## src/rtl/multicycle_controller_pkg.sv

```systemverilog
// Shared types for the multicycle RV32I control path: opcodes, ALU op classes,
// controller states and the mux-select encodings driven around the datapath.
package multicycle_controller_pkg;

    typedef enum logic [6:0] {
        IType_load  = 7'b0000011,
        IType_logic = 7'b0010011,
        SType       = 7'b0100011,
        RType       = 7'b0110011,
        BType       = 7'b1100011,
        JType       = 7'b1101111
    } opcode_t;

    typedef enum logic [1:0] {
        MEMORY_ACCESS      = 2'b00,
        BRANCH             = 2'b01,
        REGISTER_OPERATION = 2'b10,
        ALU_OP__UNSET      = 2'b11
    } alu_op_t;

    typedef enum logic [3:0] {
        S_FETCH    = 4'd0,
        S_DECODE   = 4'd1,
        S_MEMADR   = 4'd2,
        S_MEMREAD  = 4'd3,
        S_MEMWB    = 4'd4,
        S_MEMWRITE = 4'd5,
        S_EXECUTER = 4'd6,
        S_EXECUTEI = 4'd7,
        S_ALUWB    = 4'd8,
        S_BEQ      = 4'd9,
        S_JAL      = 4'd10,
        S_TRAP     = 4'd11
    } ctrl_state_t;

    typedef enum logic [1:0] {
        SRC_A_PC     = 2'b00,
        SRC_A_OLD_PC = 2'b01,
        SRC_A_RS1    = 2'b10
    } alu_src_a_t;

    typedef enum logic [1:0] {
        SRC_B_RS2  = 2'b00,
        SRC_B_IMM  = 2'b01,
        SRC_B_FOUR = 2'b10
    } alu_src_b_t;

    typedef enum logic [1:0] {
        RESULT_ALU_OUT  = 2'b00,
        RESULT_MEM_DATA = 2'b01,
        RESULT_ALU_LIVE = 2'b10
    } result_src_t;

endpackage

```

## src/rtl/multicycle_controller.sv

```systemverilog
// Main control FSM of the multicycle RV32I core: sequences fetch/decode/execute/
// memory/writeback and drives enables and mux selects around the datapath.
module multicycle_controller
    import multicycle_controller_pkg::*;
(
    input  logic        clk,
    input  logic        reset,
    input  opcode_t     opcode,
    input  logic        zero,
    input  logic        mem_ready,
    output logic        mem_req,
    output logic        adr_src,
    output logic        mem_write,
    output logic        ir_write,
    output logic        pc_write,
    output logic        reg_write,
    output alu_src_a_t  alu_src_a,
    output alu_src_b_t  alu_src_b,
    output result_src_t result_src,
    output alu_op_t     alu_op,
    output logic        illegal_instr
);

    ctrl_state_t state;
    ctrl_state_t state_next;
    logic        mem_req_raw;
    logic        mem_write_raw;
    logic        ir_write_raw;
    logic        pc_write_raw;
    logic        reg_write_raw;

    always_ff @(posedge clk or posedge reset) begin
        if (reset) begin
            state         <= S_FETCH;
            illegal_instr <= 1'b0;
        end else begin
            state <= state_next;
            if (state_next == S_TRAP)
                illegal_instr <= 1'b1;
        end
    end

    always_comb begin
        state_next = state;
        case (state)
            S_FETCH:    if (mem_ready) state_next = S_DECODE;
            S_DECODE: begin
                case (opcode)
                    IType_load, SType: state_next = S_MEMADR;
                    RType:             state_next = S_EXECUTER;
                    IType_logic:       state_next = S_EXECUTEI;
                    BType:             state_next = S_BEQ;
                    JType:             state_next = S_JAL;
                    default:           state_next = S_TRAP;
                endcase
            end
            S_MEMADR: begin
                if (opcode == IType_load)  state_next = S_MEMREAD;
                else if (opcode == SType)  state_next = S_MEMWRITE;
                else                       state_next = S_TRAP;
            end
            S_MEMREAD:  if (mem_ready) state_next = S_MEMWB;
            S_MEMWB:    state_next = S_FETCH;
            S_MEMWRITE: if (mem_ready) state_next = S_FETCH;
            S_EXECUTER: state_next = S_ALUWB;
            S_EXECUTEI: state_next = S_ALUWB;
            S_ALUWB:    state_next = S_FETCH;
            S_BEQ:      state_next = S_FETCH;
            S_JAL:      state_next = S_ALUWB;
            S_TRAP:     state_next = S_TRAP;
            default:    state_next = S_FETCH;
        endcase
    end

    // Moore decode of state; ir_write and the FETCH/BEQ pc_write look at live inputs.
    always_comb begin
        mem_req_raw   = 1'b0;
        adr_src       = 1'b0;
        mem_write_raw = 1'b0;
        ir_write_raw  = 1'b0;
        pc_write_raw  = 1'b0;
        reg_write_raw = 1'b0;
        alu_src_a     = SRC_A_PC;
        alu_src_b     = SRC_B_RS2;
        result_src    = RESULT_ALU_OUT;
        alu_op        = ALU_OP__UNSET;
        case (state)
            S_FETCH: begin
                mem_req_raw  = 1'b1;
                alu_src_b    = SRC_B_FOUR;
                result_src   = RESULT_ALU_LIVE;
                alu_op       = MEMORY_ACCESS;
                ir_write_raw = mem_ready;
                pc_write_raw = mem_ready;
            end
            S_DECODE: begin
                alu_src_a = SRC_A_OLD_PC;
                alu_src_b = SRC_B_IMM;
                alu_op    = MEMORY_ACCESS;
            end
            S_MEMADR: begin
                alu_src_a = SRC_A_RS1;
                alu_src_b = SRC_B_IMM;
                alu_op    = MEMORY_ACCESS;
            end
            S_MEMREAD: begin
                mem_req_raw = 1'b1;
                adr_src     = 1'b1;
            end
            S_MEMWB: begin
                result_src    = RESULT_MEM_DATA;
                reg_write_raw = 1'b1;
            end
            S_MEMWRITE: begin
                mem_req_raw   = 1'b1;
                adr_src       = 1'b1;
                mem_write_raw = 1'b1;
            end
            S_EXECUTER: begin
                alu_src_a = SRC_A_RS1;
                alu_op    = REGISTER_OPERATION;
            end
            S_EXECUTEI: begin
                alu_src_a = SRC_A_RS1;
                alu_src_b = SRC_B_IMM;
                alu_op    = REGISTER_OPERATION;
            end
            S_ALUWB:    reg_write_raw = 1'b1;
            S_BEQ: begin
                alu_src_a    = SRC_A_RS1;
                alu_op       = BRANCH;
                pc_write_raw = zero;
            end
            S_JAL: begin
                alu_src_a    = SRC_A_OLD_PC;
                alu_src_b    = SRC_B_FOUR;
                alu_op       = MEMORY_ACCESS;
                pc_write_raw = 1'b1;
            end
            default: ;
        endcase
    end

    // Reset is asynchronous, so enables are masked combinationally to stop a
    // store or register write in the very cycle reset rises.
    assign mem_req   = mem_req_raw   & ~reset;
    assign mem_write = mem_write_raw & ~reset;
    assign ir_write  = ir_write_raw  & ~reset;
    assign pc_write  = pc_write_raw  & ~reset;
    assign reg_write = reg_write_raw & ~reset;

endmodule

```

## config.mk

```make
export PLATFORM = sky130hd
export DESIGN_NAME = multicycle_controller
export DESIGN_NICKNAME = d
export VERILOG_FILES = /design/src/rtl/multicycle_controller_pkg.sv /design/src/rtl/multicycle_controller.sv
export SDC_FILE = /design/constraint.sdc
export NUM_CORES = 1
export LEC_CHECK = 0
export ABC_AREA = 1
export CAP_MARGIN = 20
export CORE_MARGIN = 2
export CORE_UTILIZATION = 36
export DETAILED_ROUTE_END_ITERATION = 10
export PLACE_DENSITY = 0.78
export SETUP_SLACK_MARGIN = 0.15
export SLEW_MARGIN = 20
export SYNTH_ARGS = -nofsm -noshare
export SYNTH_HDL_FRONTEND = slang
export SYNTH_SLANG_ARGS = --single-unit
```

## constraint.sdc

```tcl
create_clock -name clk -period 1.09 [get_ports clk]
set_clock_uncertainty 0.05 [all_clocks]
set_input_delay 0.109 -clock clk [delete_from_list [all_inputs] [get_ports clk]]
set_output_delay 0.109 -clock clk [all_outputs]
set_load 0.02 [all_outputs]
```

# Word-level counts from Yosys, hierarchy flattened
# Cells that the tools add are included.
dict set report totals {
  regBits 5
  input_bits 11
  elab_cells 55
}
dict set report op_classes {
  n_eq_ne 18
  muxes 17
  bitwise 6
  reduce_logical 12
}
# cell count
set ops {}
lappend ops {{4-bit one-hot mux with 7 select lines} 1}
lappend ops {{4-bit equality test, second input constant} 5}
lappend ops {{4-bit two-way mux} 5}
lappend ops {{4-bit one-hot mux with 5 select lines} 1}
lappend ops {{4-bit by 3-bit equality test with 1-bit output, second input constant} 4}
lappend ops {{7-bit by 6-bit equality test with 1-bit output, second input constant} 2}
lappend ops {{7-bit equality test, second input constant} 2}
lappend ops {{2-bit one-hot mux with 2 select lines} 3}
lappend ops {{2-bit OR reduction} 6}
lappend ops {{3-bit OR reduction} 3}
lappend ops {{4-bit by 2-bit equality test with 1-bit output, second input constant} 2}
lappend ops {{4-bit OR reduction} 2}
lappend ops {{7-bit by 2-bit equality test with 1-bit output, second input constant} 1}
lappend ops {{7-bit by 5-bit equality test with 1-bit output, second input constant} 1}
lappend ops {{2-bit one-hot mux with 3 select lines} 1}
lappend ops {{1-bit bitwise AND} 5}
lappend ops {{1-bit two-way mux} 5}
lappend ops {{4-bit by 1-bit equality test with 1-bit output, second input constant} 1}
lappend ops {{4-bit logical NOT} 1}
lappend ops {{1-bit one-hot mux with 3 select lines} 1}
lappend ops {{1-bit inverter} 1}

# Longest topological paths before layout
# Gate-level depths: netlist of run 1.
dict set report depth {
  depth_word 5
  depth_mapped 10
  ltp_nobuf 10
}

# Worst setup path before layout of run 1
# Ideal clock, no wire load.
dict set report synth_timing {
  path_kind {register to output}
  start {register state[1]}
  end {output port alu_op[0]}
  t_arrival_ns 1.548
  t_required_ns 0.931
  slack_ns -0.617
  path_stages_with_launch 8
  path_buffers 0
  cell_sequence {dfrtp_1 inv_2 nor2_4 nand2_1 nand2_1 nor3b_2 o21ai_1 nand2_1}
}
dict set report synth_between {
  elab_chain_len 3
  elab_cells_between_ends 10
  cone_classes {6 x eq/ne; 1 x mux; 3 x reduce/logical}
}
# element line_no
set synth_lines {}
lappend synth_lines {{start, declared} multicycle_controller.sv:24} ;# ctrl_state_t state;
lappend synth_lines {{start signal, assigned} multicycle_controller.sv:37} ;# state <= state_next;
lappend synth_lines {{4-bit equality test (tied with other cells)} multicycle_controller.sv:87} ;# case (state)
lappend synth_lines {{4-bit OR reduction (no source line) / 2-bit OR reduction (equally long branches)} n/a}
lappend synth_lines {{2-bit one-hot mux with 3 select lines (*)} multicycle_controller.sv:87}
lappend synth_lines {{end, declared} multicycle_controller.sv:20} ;# output alu_op_t alu_op,
# Mark *: on every way between the ends. The rest lies on a longest branch, timed or not.

# Worst setup path in the final report of run 1
dict set report layout_timing {
  start {register state[2]}
  end {output port pc_write}
}
dict set report layout_between {
  elab_chain_len 3
  elab_cells_between_ends 5
  cone_classes {2 x eq/ne; 1 x mux; 1 x bitwise; 1 x reduce/logical}
}
# element line_no
set layout_lines {}
lappend layout_lines {{4-bit equality test / 4-bit logical NOT (equally long branches)} multicycle_controller.sv:87}
lappend layout_lines {{1-bit one-hot mux with 3 select lines (*)} multicycle_controller.sv:87}
lappend layout_lines {{1-bit bitwise AND (*)} multicycle_controller.sv:149} ;# assign pc_write = pc_write_raw & ~reset;
lappend layout_lines {{end, declared} multicycle_controller.sv:15} ;# output logic pc_write,
# Marked as above.

==> results of run 1 <==
==> registers in the layout, indices dropped and copies added, names as in the netlist <==
name / flops
illegal_instr: 1
state: 4
==> cells in the final DEF, fill, tap and decap left out, drive strengths merged <==
cell type,instances
dfrtp,5
nand3,5
nor3b,1
nor3,2
clkinv,1
buf,52
o211ai,2
clkbuf,4
o2111ai,1
and3,1
a31oi,1
nor2,15
inv,18
nand4,2
o21ai,5
nand2,33
nand3b,1
clkdlybuf4s50,10
==> cell type report <==
| class | count | share of cell area, % |
|---|---|---|
| Clock buffer | 4 | 2.01 |
| Inverter | 19 | 6.62 |
| Multi-Input combinational cell | 69 | 38.8 |
| Sequential cell | 5 | 9.97 |
| Tap cell | 16 | 1.53 |
| Timing Repair Buffer | 62 | 41.0 |
==> through the flow <==
stage | hold WS (ns) | total power [mW] | instance area, um^2 | cells | TNS (ns)
after floorplan | -0.152 | 1.81 | 639 | 93 | -2.07
after global placement | 0.396 | 2.83 | 1090 | 158 | -10.20
after detailed placement | 0.400 | 2.88 | 1090 | 158 | -10.77
after CTS | 0.192 | 3.27 | 1170 | 168 | -7.55
after global routing | 0.280 | 4.14 | 1310 | 175 | -10.15
final | 0.264 | 3.94 | 1310 | 175 | -9.14
==> worst register-to-register path, stage by stage (launching register included) <==
cell and delay (ns):
sky130_fd_sc_hd__dfrtp_2 0.46, sky130_fd_sc_hd__nor2_4 0.21, sky130_fd_sc_hd__buf_6 0.13, sky130_fd_sc_hd__nand2_4 0.07, sky130_fd_sc_hd__buf_4 0.15, sky130_fd_sc_hd__buf_4 0.13, sky130_fd_sc_hd__inv_4 0.05, sky130_fd_sc_hd__nand2_1 0.05
sky130_fd_sc_hd__nand3_2 0.08, sky130_fd_sc_hd__nand2_1 0.06, sky130_fd_sc_hd__clkinv_1 0.04, sky130_fd_sc_hd__nand2_1 0.05, sky130_fd_sc_hd__nand2_1 0.05
==> what timing repair did <==
action / 4_1_cts / 5_1_grt
buffers inserted: 6 / 7
endpoints found under the setup margin: 20 / 19
pin swaps: 7 / 14
gates resized for setup: 88 / 26
==> kinds of logic (layout without fill, tap and decap cells) <==
family,count (synthesis),in the layout,share of synthesized area [%]
AO/OA/AOI/OAI,9,9,9.69
AND/OR/NAND/NOR,60,60,55.7
buffers and inverters,19,85,12.6
flip-flops,5,5,22.0
==> worst max path at each step <==
stage	from	endpoint	slack (ns)	cells past startpoint
global placement	state[3]	alu_op[0]	-0.75	8
floorplan	state[2]	alu_op[0]	-0.39	8
global route	state[2]	pc_write	-0.68	6
detailed placement	state[2]	pc_write	-0.80	6
CTS	state[3]	alu_op[0]	-0.54	8
finish	state[2]	pc_write	-0.62	6
==> metal layers <==
layer  part of all wire [%]  routed length (um)
met1                     37                1050
met2                     53                1500
met3                    6.5                 184
met4                    4.3                 122
met5                      0                   0
==> power groups by stage <==
stage / clock network [mW] / registers [mW] / logic [mW]
2_1_floorplan: 0 / 0.364 / 1.44
3_3_place_gp: 0 / 0.362 / 2.47
3_5_place_dp: 0 / 0.366 / 2.51
4_1_cts: 0.214 / 0.382 / 2.67
5_1_grt: 0.258 / 0.408 / 3.48
6_report: 0.237 / 0.407 / 3.29
==> load_flow_metrics.sql, run 1 <==
INSERT INTO impl_metrics (metric_group, metric, value, unit) VALUES
('status', 'run_status', 'finished, violations left', ''),
('status', 'failed_checks', 'setup timing', ''),
('clock_network', 'cts_num_sinks', '5', ''),
('clock_network', 'cts_max_path_buffers', '2', ''),
('finish', 'finalCoreUtilization', '87.6', '%'),
('sta', 'final_hold_viol_count', '0', ''),
('power', 'internal_power', '1.98', 'mW'),
('setup_path', 'path_delay_family', 'flip-flops', ''),
('synthesis', 'synth_seq_area_share', '22.0', '%'),
('setup_path', 'crit_buf_inv', '2', ''),
('global_routing', 'globalRouteMet1Util', '25.5', '%'),
('finish', 'design.final.nets', '171', ''),
('route', 'drt_drc_violations_left', '0', ''),
('synthesis', 'synth_common_cells', '27 x sky130_fd_sc_hd__nand2_1, 12 x sky130_fd_sc_hd__inv_1, 12 x sky130_fd_sc_hd__nor2_1, 6 x sky130_fd_sc_hd__inv_2, 5 x sky130_fd_sc_hd__dfrtp_1', ''),
('sta', 'rsz0062_at_grt', 'true', ''),
('clock_network', 'cts_made_buffers', '3', ''),
('setup_path', 'worst_r2r_path_depth', '12', ''),
('clock_network', 'ctsHtreeMaxLevel', '1', ''),
('finish', 'multiInputGateArea', '507', 'um^2'),
('route', 'route.detailed.vias_per_inst', '5.38', ''),
('floorplanning', 'std_cell_rows', '14', ''),
('placement', 'dp_hpwl', '1500', 'um'),
('setup_path', 'critPathRequiredTime', '0.93', 'ns'),
('setup_path', 'worstPathCellList', 'nor2_4 -> nand2_4 -> nor2_4 -> inv_2 -> a31oi_1 -> buf_2', ''),
('finish', 'layout.filler_cells', '67', ''),
('synthesis', 'netlist_area', '568', 'um^2'),
('global_routing', 'grt_usage', '23.8', '%'),
('setup_path', 'crit_path_slowest_cell', 'sky130_fd_sc_hd__dfrtp_2', ''),
('finish', 'register_area', '130', 'um^2'),
('global_routing', 'grt_max_degree', '6', ''),
('synthesis', 'synth_async_sr_flop_share', '100', '%'),
('global_routing', 'global_route.usage.met2', '46.5', '%'),
('route', 'drtAntennaViolNets', '0', ''),
('sta', 'finalWorstSetupSlack', '-0.616', 'ns'),
('power', 'seq_power_share', '10.3', '%'),
('global_routing', 'grt_remaining_overflow', '0', ''),
('clock_network', 'cts_root_buf', 'sky130_fd_sc_hd__clkbuf_4', ''),
('sta', 'fmax', '586', 'MHz'),
('synthesis', 'syn-mean-instance-area', '6.11', 'um^2'),
('clock_network', 'clock_insertion_delay_worst_skew', '0.25', 'ns'),
('synthesis', 'mappedNetlistNets', '104', ''),
('setup_path', 'worst_setup_path_start_kind', 'flip-flop', ''),
('route', 'drt_pass1_iterations', '4', ''),
('synthesis', 'library_cell_with_the_highest_instance_count_after_synthesis', 'sky130_fd_sc_hd__nand2_1', ''),
('floorplanning', 'io-pin-count', '26', ''),
('power', 'vdd.ir_drop.worst', '1.89', 'mV'),
('setup_path', 'worst_ep_arrival_time', '1.55', 'ns'),
('synthesis', 'synth.area.top_cells', 'sky130_fd_sc_hd__dfrtp_1 22%, sky130_fd_sc_hd__nand2_1 18%, sky130_fd_sc_hd__inv_1 7.9%, sky130_fd_sc_hd__nor2_1 7.9%, sky130_fd_sc_hd__nand2_4 5.9%', ''),
('floorplanning', 'initial_core_utilization', '38.2', '%'),
('synthesis', 'synth_ff_type', 'sky130_fd_sc_hd__dfrtp_1', ''),
('job', 'cap_violations', '0', ''),
('power', 'p_clk_share', '6.0', '%'),
('finish', 'final_layout_size_suffix_gt1_share', '64.8', '%'),
('setup_path', 'critPathKind', 'flip-flop to output pin', ''),
('global_routing', 'global_route_wire_length_before_repair', '3530', 'um'),
('setup_path', 'worst_setup_path_end_kind', 'output pin', ''),
('sta', 'final.period_utilization', '157', '%'),
('floorplanning', 'die_h', '43.7', 'um'),
('sta', 'slew_viol_final', '0', ''),
('global_routing', 'grt_pass1_vias', '886', ''),
('sta', 'relSlewSlack', '81.4', '%'),
('power', 'power.switching', '1.96', 'mW'),
('power', 'power.combinational.fraction', '83.6', '%'),
('power', 'power.density_cell_area', '3020', 'nW/um^2'),
('finish', 'n_antenna_cell', '0', ''),
('setup_path', 'most_used_cell_along_the_critical_path', 'sky130_fd_sc_hd__nor2_4', ''),
('route', 'detail_route.iter0.violations', '23', ''),
('clock_network', 'cts.reportedPaths.clkPinSlew', '0.06', 'ns'),
('clock_network', 'cts_tree', 'yes', ''),
('sta', 'report.final.setup_viol', '19', ''),
('global_routing', 'grt_max_usage_layer', 'met2', '');
No activity file was read; power rests on OpenSTA's default activity.
==> inputs of run 2 (changes only) <==
MAX_ROUTING_LAYER = met4   (was default)
==> load_flow_metrics.sql, run 2 (same netlist as run 1, synthesis figures left out) <==
INSERT INTO impl_metrics (metric_group, metric, value, unit) VALUES
('route', 'drtAntennaViolNets', '0', ''),
('setup_path', 'worst_r2r_path_depth', '12', ''),
('clock_network', 'clock_insertion_delay_worst_skew', '0.25', 'ns'),
('route', 'post_drt_wl_per_cell', '16.3', 'um'),
('finish', 'layout.cells.most_common', 'sky130_fd_sc_hd__buf_4', ''),
('setup_path', 'critPathKind', 'flip-flop to output pin', ''),
('setup_path', 'worst_setup_path_start_kind', 'flip-flop', ''),
('route', 'drt_drc_violations_left', '0', ''),
('job', 'cap_violations', '0', ''),
('power', 'power.combinational.fraction', '83.6', '%'),
('sta', 'relSlewSlack', '81.4', '%'),
('sta', 'final.period_utilization', '157', '%'),
('sta', 'fmax', '585', 'MHz'),
('placement', 'finalWeightedCongestion', '0.846', ''),
('sta', 'final_hold_viol_count', '0', ''),
('floorplanning', 'die_h', '43.7', 'um'),
('power', 'leakage_power_figure', '0.693', 'nW'),
('floorplanning', 'initial_core_utilization', '38.2', '%'),
('finish', 'largestRegisters', 'state x4, illegal_instr x1', ''),
('setup_path', 'max_stage_delay', '0.46', 'ns'),
('route', 'drt_pass1_iterations', '4', ''),
('floorplanning', 'die_x', '43.7', 'um'),
('sta', 'tns', '-9.14', 'ns'),
('clock_network', 'cts_max_path_buffers', '2', ''),
('status', 'failed_checks', 'setup timing', ''),
('finish', 'total_non_filler_cell_area_in_the_finished_layout', '1310', 'um^2'),
('global_routing', 'grt_max_degree', '6', ''),
('setup_path', 'worstSetupPathDepth', '6', ''),
('finish', 'design.final.nets', '171', ''),
('clock_network', 'cts_num_sinks', '5', ''),
('floorplanning', 'die_area', '1910', 'um^2'),
('route', 'wirelength', '2860', 'um'),
('power', 'power.switching', '1.96', 'mW'),
('clock_network', 'cts_root_buf', 'sky130_fd_sc_hd__clkbuf_4', ''),
('floorplanning', 'io-pin-count', '26', ''),
('global_routing', 'global_route_wire_length_before_repair', '3530', 'um'),
('power', 'vdd.ir_drop.worst', '1.89', 'mV'),
('sta', 'rsz0062_at_grt', 'true', ''),
('finish', 'largest-register', 'state', ''),
('status', 'run_status', 'finished, violations left', ''),
('route', 'detail_route.iter0.violations', '23', ''),
('power', 'p_clk_share', '6.0', '%'),
('finish', 'n_antenna_cell', '0', ''),
('clock_network', 'ctsHtreeMaxLevel', '1', ''),
('setup_path', 'worstPathCellList', 'nor2_4 -> nand2_4 -> nor2_4 -> inv_2 -> a31oi_1 -> buf_2', ''),
('global_routing', 'antenna_found_initial', '0', ''),
('placement', 'dpl_worst_slack', '-0.799', 'ns'),
('finish', 'most-common-layout-cells', '35 x sky130_fd_sc_hd__buf_4, 15 x sky130_fd_sc_hd__nand2_1, 14 x sky130_fd_sc_hd__buf_6', ''),
('setup_path', 'worst_setup_path_end_kind', 'output pin', ''),
('sta', 'report.final.setup_viol', '19', ''),
('placement', 'detailed_place.area', '1090', 'um^2'),
('setup_path', 'crit_buf_inv', '2', ''),
('clock_network', 'cts_tree', 'yes', ''),
('setup_path', 'critPathRequiredTime', '0.93', 'ns'),
('hold_path', 'timing.hold.worst.class', 'input pin to asynchronous set/reset pin', ''),
('global_routing', 'grt_usage', '24.5', '%'),
('setup_path', 'crit_path_slowest_cell', 'sky130_fd_sc_hd__dfrtp_2', ''),
('placement', 'port_buffer_count', '25', ''),
('global_routing', 'grt_remaining_overflow', '0', ''),
('placement', 'dp_hpwl', '1500', 'um'),
('power', 'seq_power_share', '10.3', '%'),
('route', 'dr_total_vias', '943', ''),
('global_routing', 'grt_pass1_vias', '886', ''),
('clock_network', 'cts.reportedPaths.clkPinSlew', '0.06', 'ns'),
('sta', 'max_slew.worst_pin.slew', '0.277', 'ns'),
('power', 'power_switching_share', '49.8', '%'),
('setup_path', 'path_delay_family', 'flip-flops', ''),
('setup_path', 'most_used_cell_along_the_critical_path', 'sky130_fd_sc_hd__nor2_4', ''),
('sta', 'slew_viol_final', '0', ''),
('finish', 'layout.filler_cells', '67', ''),
('floorplanning', 'area_of_the_placeable_core', '1490', 'um^2'),
('floorplanning', 'std_cell_rows', '14', ''),
('route', 'route.detailed.vias_per_inst', '5.39', ''),
('setup_path', 'worst_ep_arrival_time', '1.55', 'ns'),
('sta', 'finalWorstSetupSlack', '-0.618', 'ns'),
('clock_network', 'cts_made_buffers', '3', ''),
('finish', 'syn2layout_area_growth', '130', '%'),
('setup_path', 'timing.critical_path.fanout_max', '4', ''),
('sta', 'period_minus_slack', '1.71', 'ns'),
('finish', 'final_layout_size_suffix_gt1_share', '64.8', '%'),
('power', 'internal_power', '1.98', 'mW'),
('power', 'power.density_cell_area', '3020', 'nW/um^2'),
('finish', 'flip_flop_count_of_the_largest_register_after_layout', '4', '');
run 2: cell counts in the layout (fill, tap and decap cells not counted):
Identical to the previous run, type by type.
run 2: metrics by stage:
stage                     instances  power (mW)  utilization, %  hold slack (ns)
final                           175        3.94            87.6            0.275
after global routing            175        4.14            87.6            0.291
after CTS                       168        3.27            78.3            0.192
after detailed placement        158        2.88            73.2            0.400
after global placement          158        2.83            73.2            0.396
after floorplan                  93        1.81               -           -0.152
run 2: layout make-up:
class                   instances  area, um^2  share of cell area, %
clock buffers                   4        26.3                   2.01
inverters                      19        86.3                   6.62
multi-input cells              69         507                   38.8
flip-flops and latches          5         130                   9.97
well taps                      16        20.0                   1.53
repair buffers                 62         536                   41.0
run 2: power by group through the flow:
stage	sequential [mW]	combinational, mW	clock (mW)
floorplan	0.364	1.44	0
detailed placement	0.366	2.51	0
CTS	0.382	2.67	0.214
finish	0.407	3.29	0.237
global placement	0.362	2.47	0
global route	0.408	3.48	0.258
run 2: worst reg2reg max path, delay by kind of cell (launching register included):
kind	cells	cell delay (ns)
and+or+nand+nor	7	0.57
buffers and inverters	5	0.50
DFF	1	0.46
run 2: what timing repair did:
item | 4_1_cts | 5_1_grt
buffers inserted | 6 | 7
hold buffers | 0 | 0
pin swaps | 7 | 14
endpoints found under the setup margin | 20 | 19
resized for setup | 88 | 26
run 2: path summary, 6_finish.rpt:
kind | start | endpoint | slack [ns]
max reg2reg | state[2] | illegal_instr | -0.55
min | reset | state[3] | 0.28
min reg2reg | illegal_instr | illegal_instr | 0.40
max in group asynchronous | reset | state[1] | 0.58
max | state[2] | pc_write | -0.62
min in group clk | illegal_instr | illegal_instr | 0.40
run 2: layer usage:
metal | routed length (um) | GRT usage [%] | vias to the layer above
met5 | 0 | - | -
met4 | 121 | 9.70 | 0
met3 | 185 | 2.08 | 16
met2 | 1500 | 46.5 | 64
met1 | 1050 | 25.5 | 432
li1 | - | - | 431
==> inputs of run 3 (changes only) <==
SLEW_MARGIN = 30   (was 20)
==> results of run 3 <==
Final layout, timing and power as in run 2 (identical DEF).
